File: src/rtl/rgb_sample_accumulator.sv
// rgb_sample_accumulator
//
// Averages 2^SAMPLES_LOG2 signed fixed-point RGB samples into one pixel.
// Each average is rounded half up and saturated to RGB_WIDTH bits.
// The finished pixel is held on a registered valid/ready output together
// with a running pixel index. While a pixel is converting or waiting at
// the output, the block stalls the upstream multiply stage.
//
// Handshakes: a transfer happens on a rising clk edge where valid and ready
// are both 1. The producer holds its payload stable while valid=1 and
// ready=0. in_ready is a decode of state only. out_valid, once set, stays
// high until the transfer.
//
// Ports:
//   clk, rst_n            clock, asynchronous active-low reset
//   in_valid / in_ready   sample handshake (in_ready = 1 only in ACCUM)
//   in_r, in_g, in_b      signed channel samples, Q_BITS fraction bits
//   flush                 in ACCUM, drops the partial pixel (wins over in_valid)
//   out_valid / out_ready pixel handshake
//   out_r, out_g, out_b   averaged channels
//   pixel_idx             index of the pixel on out_*, wraps modulo 2^PIX_W
//   dbg_state             current FSM state (0 ACCUM, 1 CONVERT, 2 OUTPUT)
module rgb_sample_accumulator #(
    parameter int WIDTH        = 24,
    parameter int Q_BITS       = 12,
    parameter int RGB_WIDTH    = 8,
    parameter int SAMPLES_LOG2 = 2,
    parameter int PIX_W        = 16
) (
    input  logic                        clk,
    input  logic                        rst_n,
    input  logic                        in_valid,
    output logic                        in_ready,
    input  logic signed [WIDTH-1:0]     in_r,
    input  logic signed [WIDTH-1:0]     in_g,
    input  logic signed [WIDTH-1:0]     in_b,
    input  logic                        flush,
    output logic                        out_valid,
    input  logic                        out_ready,
    output logic [RGB_WIDTH-1:0]        out_r,
    output logic [RGB_WIDTH-1:0]        out_g,
    output logic [RGB_WIDTH-1:0]        out_b,
    output logic [PIX_W-1:0]            pixel_idx,
    output logic [1:0]                  dbg_state
);

    // Accumulators carry SAMPLES_LOG2 guard bits so N samples cannot overflow.
    localparam int AW = WIDTH + SAMPLES_LOG2;
    // One more bit so adding the rounding constant cannot overflow.
    localparam int RW = AW + 1;

    localparam logic signed [RW-1:0] HALF =
        {{(RW-Q_BITS){1'b0}}, 1'b1, {(Q_BITS-1){1'b0}}};
    localparam logic signed [RW-1:0] LIMIT =
        {{(RW-Q_BITS-RGB_WIDTH-1){1'b0}}, 1'b1, {(Q_BITS+RGB_WIDTH){1'b0}}};

    typedef enum logic [1:0] {
        ACCUM   = 2'd0,
        CONVERT = 2'd1,
        OUTPUT  = 2'd2
    } state_t;

    state_t                  state;
    state_t                  state_nxt;
    logic signed [AW-1:0]    acc_r;
    logic signed [AW-1:0]    acc_g;
    logic signed [AW-1:0]    acc_b;
    logic [SAMPLES_LOG2-1:0] cnt;
    logic                    accept;
    logic                    last;
    logic                    handshake;

    // avg = acc >>> SAMPLES_LOG2, round half up, clamp to [0, 2^RGB_WIDTH-1].
    function automatic logic [RGB_WIDTH-1:0] convert(input logic signed [AW-1:0] acc);
        logic signed [RW-1:0] avg;
        logic signed [RW-1:0] rnd;
        avg = $signed({acc[AW-1], acc}) >>> SAMPLES_LOG2;
        rnd = avg + HALF;
        if (rnd[RW-1]) begin
            convert = '0;
        end else if (rnd >= LIMIT) begin
            convert = '1;
        end else begin
            convert = rnd[Q_BITS+RGB_WIDTH-1:Q_BITS];
        end
    endfunction

    assign in_ready  = (state == ACCUM);
    assign dbg_state = state;
    assign accept    = (state == ACCUM) && in_valid && !flush;
    assign last      = (cnt == {SAMPLES_LOG2{1'b1}});
    assign handshake = (state == OUTPUT) && out_valid && out_ready;

    always_comb begin
        state_nxt = state;
        case (state)
            ACCUM:   if (accept && last) state_nxt = CONVERT;
            CONVERT: state_nxt = OUTPUT;
            OUTPUT:  if (handshake) state_nxt = ACCUM;
            default: state_nxt = ACCUM;
        endcase
    end

    always_ff @(posedge clk or negedge rst_n) begin
        if (!rst_n) begin
            state     <= ACCUM;
            acc_r     <= '0;
            acc_g     <= '0;
            acc_b     <= '0;
            cnt       <= '0;
            out_valid <= 1'b0;
            out_r     <= '0;
            out_g     <= '0;
            out_b     <= '0;
            pixel_idx <= '0;
        end else begin
            state <= state_nxt;

            if (handshake) begin
                acc_r <= '0;
                acc_g <= '0;
                acc_b <= '0;
            end else if (state == ACCUM && flush) begin
                acc_r <= '0;
                acc_g <= '0;
                acc_b <= '0;
                cnt   <= '0;
            end else if (accept) begin
                acc_r <= acc_r + AW'(in_r);
                acc_g <= acc_g + AW'(in_g);
                acc_b <= acc_b + AW'(in_b);
                // The last sample wraps the counter back to 0 naturally.
                cnt   <= cnt + 1'b1;
            end

            if (state == CONVERT) begin
                out_r     <= convert(acc_r);
                out_g     <= convert(acc_g);
                out_b     <= convert(acc_b);
                out_valid <= 1'b1;
            end else if (handshake) begin
                out_valid <= 1'b0;
                pixel_idx <= pixel_idx + 1'b1;
            end
        end
    end

endmodule

File: config.mk
export PLATFORM = sky130hd
export DESIGN_NAME = rgb_sample_accumulator
export DESIGN_NICKNAME = d
export VERILOG_FILES = /design/src/rtl/rgb_sample_accumulator.sv
export SDC_FILE = /design/constraint.sdc
export NUM_CORES = 1
export LEC_CHECK = 0
export BUFFER_PORTS_ARGS = -buffer_cell sky130_fd_sc_hd__buf_2
export CORE_AREA = 5 5 146 148
export DETAILED_ROUTE_END_ITERATION = 10
export DIE_AREA = 0 0 151 153
export GPL_TIMING_DRIVEN = 0
export HOLD_SLACK_MARGIN = 0.05
export PLACE_DENSITY = 0.67
export RECOVER_POWER = 50
export SLEW_MARGIN = 25
export SYNTH_ARGS = -nofsm -noshare
export SYNTH_HDL_FRONTEND = slang
export SYNTH_SLANG_ARGS = --single-unit
File: constraint.sdc
create_clock -name clk -period 4.05 [get_ports clk]
set_input_delay 1.215 -clock clk [delete_from_list [all_inputs] [get_ports clk]]
set_output_delay 1.215 -clock clk [all_outputs]
set_load 0.02 [all_outputs]
# Word-level counts from Yosys, hierarchy flattened
# Index checks and enable logic that the tools add are counted.
dict set report totals {
  word_cells 64
  input_bits 77
  reg_bits 123
  out_inout_bits 44
}
dict set report op_classes {
  eq_ne 5
  bitwise_logic 2
  n_reduce_logical 14
  magnitude_cmp 3
  mux 22
  addsub 8
}
# operator n
set op_table {}
lappend op_table {{26-bit two-way mux} 9}
lappend op_table {{26-bit by 24-bit adder with 26-bit output} 3}
lappend op_table {{24-bit by 13-bit adder with 25-bit output, second input constant} 3}
lappend op_table {{25-bit by 22-bit greater-or-equal comparator with 1-bit output, second input constant} 3}
lappend op_table {{8-bit two-way mux} 6}
lappend op_table {{16-bit by 1-bit adder with 16-bit output, second input constant} 1}
lappend op_table {{2-bit two-way mux} 4}
lappend op_table {{1-bit logical AND} 6}
lappend op_table {{2-bit case mux with 3 select lines} 1}
lappend op_table {{2-bit AND reduction} 3}
lappend op_table {{2-bit == test, second input constant} 2}
lappend op_table {{2-bit nonzero test} 2}
lappend op_table {{3-bit nonzero test} 1}
lappend op_table {{2-bit by 1-bit adder with 2-bit output, second input constant} 1}
lappend op_table {{2-bit by 1-bit == test with 1-bit output, second input constant} 1}
lappend op_table {{2-bit zero test} 1}
lappend op_table {{1-bit two-way mux} 2}
lappend op_table {{2-bit by 1-bit != test with 1-bit output, second input constant} 1}
lappend op_table {{2-bit != test, second input constant} 1}
lappend op_table {{1-bit inverter} 2}
lappend op_table {{1-bit zero test} 1}

# Longest topological paths before layout
dict set report logic_depth {
  ltp_word 6
  depth_mapped 12
  depth_no_buf 12
}

# Worst setup path after synthesis
# OpenSTA, ideal clock, no wires.
dict set report synth_timing {
  path_kind {input to register}
  start {input port in_g[0]}
  end {register acc_g[24]}
  cell_stages 12
  path_slack_ns 0.298
  arrival_ns 3.626
  n_path_buf 0
  t_required_ns 3.924
  setup_ns 0.126
  cell_sequence {ha_1 > inv_1 > fa_1 > nor2b_4 > o31a_1 > o311a_1 > o21a_2 > o2111ai_4 > a21oi_2 > o2111a_1 > a211o_1 > a221o_1}
}
dict set report synth_via {
  elab_chain_len 4
}
# element line_no
set synth_rtl {}
lappend synth_rtl {{start: declaration} 35} ;# input logic signed [WIDTH-1:0] in_g,
lappend synth_rtl {{26-bit by 24-bit adder with 26-bit output} 130} ;# acc_g <= acc_g + AW'(in_g);
lappend synth_rtl {{26-bit two-way mux} 128} ;# end else if (accept) begin
lappend synth_rtl {{26-bit two-way mux} 123} ;# end else if (state == ACCUM && flush) begin
lappend synth_rtl {{26-bit two-way mux} 119} ;# if (handshake) begin
lappend synth_rtl {{end signal: assignment} 130}
lappend synth_rtl {{end: declaration} 66} ;# logic signed [AW-1:0] acc_g;
# No other way between the ends. The select of a mux whose other input is x is not followed.
# A chain may end at the register's enable or synchronous reset.

# Worst setup path in the final report
# Same ends and word-level chain as after synthesis.

==> impl_metrics.csv <==
group,metric,value,unit
run_status,status,"finished with violations",
run_status,violations,"max-capacitance violations, max-slew violations",
global_route,grt_util_met1,0.2655,
power_and_ir_drop,ir_drop,326.3,uV
setup_path,required,4360,ps
floorplan,die_w,151,microns
setup_path,worstSetupStartpointType,"input port",
clocking,clkTransAtPathRegs,70,ps
power_and_ir_drop,p_clk_frac,0.277,
floorplan,std_cell_rows,52,
run,drv_cap,1,
final_layout,antennaDiodeCount,0,
timing,hold_viol_final,0,
global_route,grt_max_degree,84,
clocking,cts_tree,"built",
logic_synthesis,synth_area,8725,sq um
detailed_routing,drc,0,
timing,worstMarginPinSlew,2308,ps
final_layout,layout.cells.non_filler,1409,
logic_synthesis,yosysUniqueCellTypes,64,
place,dp_slack,-19.18,ps
place,dp.cells,1377,
clocking,clock_latency,430,ps
timing,post-route-period-util,0.8980,
power_and_ir_drop,p_int,3.379,mW
place,place_area,9706,sq um
global_route,antenna_found_initial,3,
clocking,cts_setup_buffers,0,
hold_path,hold_class,"reg -> reg",
global_route,grt_pass1_vias,7497,
logic_synthesis,synth_nets,1146,
final_layout,final_layout_size_suffix_gt1_frac,0.1291,
clocking,htree_levels,4,
setup_path,arrival,3950,ps
timing,fin_skew,9.332,ps
final_layout,area_growth,17.64,%
logic_synthesis,synth_cells,986,
setup_path,cp_max_fo,3,
power_and_ir_drop,switchingPower,2.294,mW
clocking,ctsResizeCount,0,
detailed_routing,vias,7690,
clocking,postCtsHoldBufs,0,
power_and_ir_drop,finalPower,5.673,mW
logic_synthesis,ys_seq_elements,123,
power_and_ir_drop,p_comb_frac,0.401,
power_and_ir_drop,seqPwrFrac,0.322,
final_layout,nFillCells,1900,
clocking,clockBufferDepth,2,
global_route,grt-busiest-layer,"met2",
floorplan,fp.dieArea,23100,sq um
timing,drv_slew,41,
detailed_routing,viasPerCell,5.458,
detailed_routing,wl_per_cell,15.83,microns
logic_synthesis,async_reset_ff_frac,1.000,
timing,layout_setup_ws,413.1,ps
floorplan,ios,121,
final_layout,nNetsFinal,1286,
clocking,clkSinkCount,123,
global_route,grt_pass1_wl,36690,microns
logic_synthesis,yosysWarnings,0,
global_route,gr-usage-all-layers,0.1961,
detailed_routing,drt-pass1-iter-count,7,
clocking,cts_made_buffers,17,
global_route,use_met3,0.04560,
detailed_routing,ant_nets,0,
timing,setup_tns,0,ps
power_and_ir_drop,leakagePower,5.011,nW
logic_synthesis,synthFlopType,"dfrtp_1",
detailed_routing,drtIter0Drc,357,
detailed_routing,routed_wl,22300,microns
timing,rsz0062_at_grt,"false",
place,io_buffers,120,
power_and_ir_drop,switching_share,0.4044,
global_route,grt-ovfl-total,0,
setup_path,path_class,"in -> reg",
clocking,clock-root-buffer,"clkbuf_16",
floorplan,core_area,19910,sq um
logic_synthesis,synth_enable_flop_cells,0,
floorplan,die_h,153,microns
global_route,grt_use_met2,0.3188,
timing,relSlewSlack,-0.5387,
logic_synthesis,syn_avg_cell_area,8.848,sq um
timing,finalSetupViolCount,0,
timing,max_freq,275.0,MHz
place,gp_congestion,0.8768,
final_layout,finalInstanceArea,10260,sq um
logic_synthesis,synth.yosys.seq_area_share,0.3528,
floorplan,initial_core_util,0.4382,
power_and_ir_drop,powerDensity,552.7,nW/um^2
place,dp_hpwl,16820,microns
timing,period_needed,3637,ps
setup_path,end_kind,"register",
## worst max-delay path, stage by stage
cell       delay (ps)
buf_2             100
ha_1              220
inv_1              80
fa_1              250
nor2b_4            50
o31a_1            270
o311a_1           330
o21a_2            240
o2111ai_4         240
a21oi_2           100
o2111a_1          260
a211o_1           270
a221o_1           320
## placed cells by master (no fill, tap or decap), types with 14 or more instances in the layout
master / count
a21o_1: 42
a21oi_1: 78
and3_1: 18
buf_2: 104
clkbuf_1: 35
clkbuf_16: 17
dfrtp_1: 123
ha_1: 80
inv_1: 36
nand2_1: 130
nand3_1: 27
nand4_1: 14
nor2_1: 50
o211ai_1: 19
o21a_1: 17
o21ai_0: 72
o21ai_1: 24
xnor2_1: 41
xor2_1: 44
## kinds of logic after synthesis
kind of cell | after synthesis | synth area share
AOI/OAI and AO/OA | 345 | 0.2579
and+or+nand+nor | 290 | 0.1533
DFF | 123 | 0.3528
xor gates and xnor gates | 85 | 0.08533
adders and majority gates | 83 | 0.1216
buffers and inverters | 56 | 0.02409
muxes | 4 | 0.005019
## synth_stat cells, drive strengths merged (2+ instances only)
cell type / number / area share
fa: 3 / 0.0069
nand3: 27 / 0.015
nand2: 130 / 0.056
clkbuf: 19 / 0.0082
or2: 2 / 0.0014
mux2: 3 / 0.0039
and2: 6 / 0.0043
ha: 80 / 0.11
and4: 3 / 0.0030
a21oi: 79 / 0.046
o21a: 18 / 0.016
a21o: 42 / 0.036
o31ai: 12 / 0.010
a2111oi: 3 / 0.0032
nand3b: 3 / 0.0026
o2111a: 2 / 0.0026
o21bai: 10 / 0.0086
nand4: 14 / 0.010
or3: 5 / 0.0036
a221o: 2 / 0.0023
xnor2: 41 / 0.041
inv: 36 / 0.015
o211ai: 19 / 0.016
a211o: 7 / 0.0070
xor2: 44 / 0.044
and3: 18 / 0.013
o211a: 2 / 0.0023
o31a: 3 / 0.0030
o2111ai: 3 / 0.0050
a22o: 9 / 0.0090
a21boi: 6 / 0.0052
o21ai: 96 / 0.055
nor3: 11 / 0.0063
nand2b: 9 / 0.0065
nor2: 50 / 0.022
nor4: 2 / 0.0014
a211oi: 10 / 0.0092
a32o: 6 / 0.0069
a31oi: 6 / 0.0043
dfrtp: 123 / 0.35
nor2b: 8 / 0.0066
## final cells by class
cell class,count,area [sq um],share of cell area
flip-flops and latches,123,3078,0.2999
plain buffers,20,75.07,0.007314
inverters,36,135.1,0.01317
clock inverters,15,167.7,0.01634
clock buffers,17,425.4,0.04145
repair buffers,121,608.1,0.05925
well taps,270,337.8,0.03291
multi-input cells,807,5436,0.5297
## state kept, by name (all words and copies together), names as in the netlist
signal / count
acc_b: 26
out_b: 8
cnt: 2
out_g: 8
pixel_idx: 16
dbg_state: 2
acc_g: 26
out_r: 8
acc_r: 26
out_valid: 1
## power by group through the flow
stage	Combinational [mW]	Sequential, mW	Clock, mW
floorplan	1.62	1.91	0
global placement	2.25	1.83	0
detailed placement	2.28	1.84	0
CTS	2.30	1.82	1.60
global route	2.57	1.87	1.65
finish	2.27	1.83	1.57
## final timing paths
kind | startpoint | end | slack, ps | cells after the start
worst max-delay path | in_g[0] | acc_g[24] | 410 | 13
worst min-delay path | pixel_idx[15] | pixel_idx[15] | 470 | 1
worst max register to register | acc_g[0] | acc_g[24] | 930 | 12
worst min register to register | pixel_idx[15] | pixel_idx[15] | 470 | 1
max in group asynchronous | rst_n | acc_r[21] | 1250 | 1
min in group asynchronous | rst_n | pixel_idx[9] | 1460 | 1
## through the flow
step / utilization / hold slack (ps)
5_1_grt: 0.5155 / 493.1
3_3_place_gp: 0.4854 / 453.7
3_5_place_dp: 0.4875 / 460.0
4_1_cts: 0.5173 / 471.3
2_1_floorplan: - / 452.6
6_report: 0.5155 / 467.5
## layer usage
layer | up-vias | share of wire
li1 | 3922 | -
met2 | 144 | 0.47
met3 | 29 | 0.051
met1 | 3589 | 0.47
met5 | - | 0.0019
met4 | 6 | 0.012
Note: power is estimated with default switching activity, not from simulation.
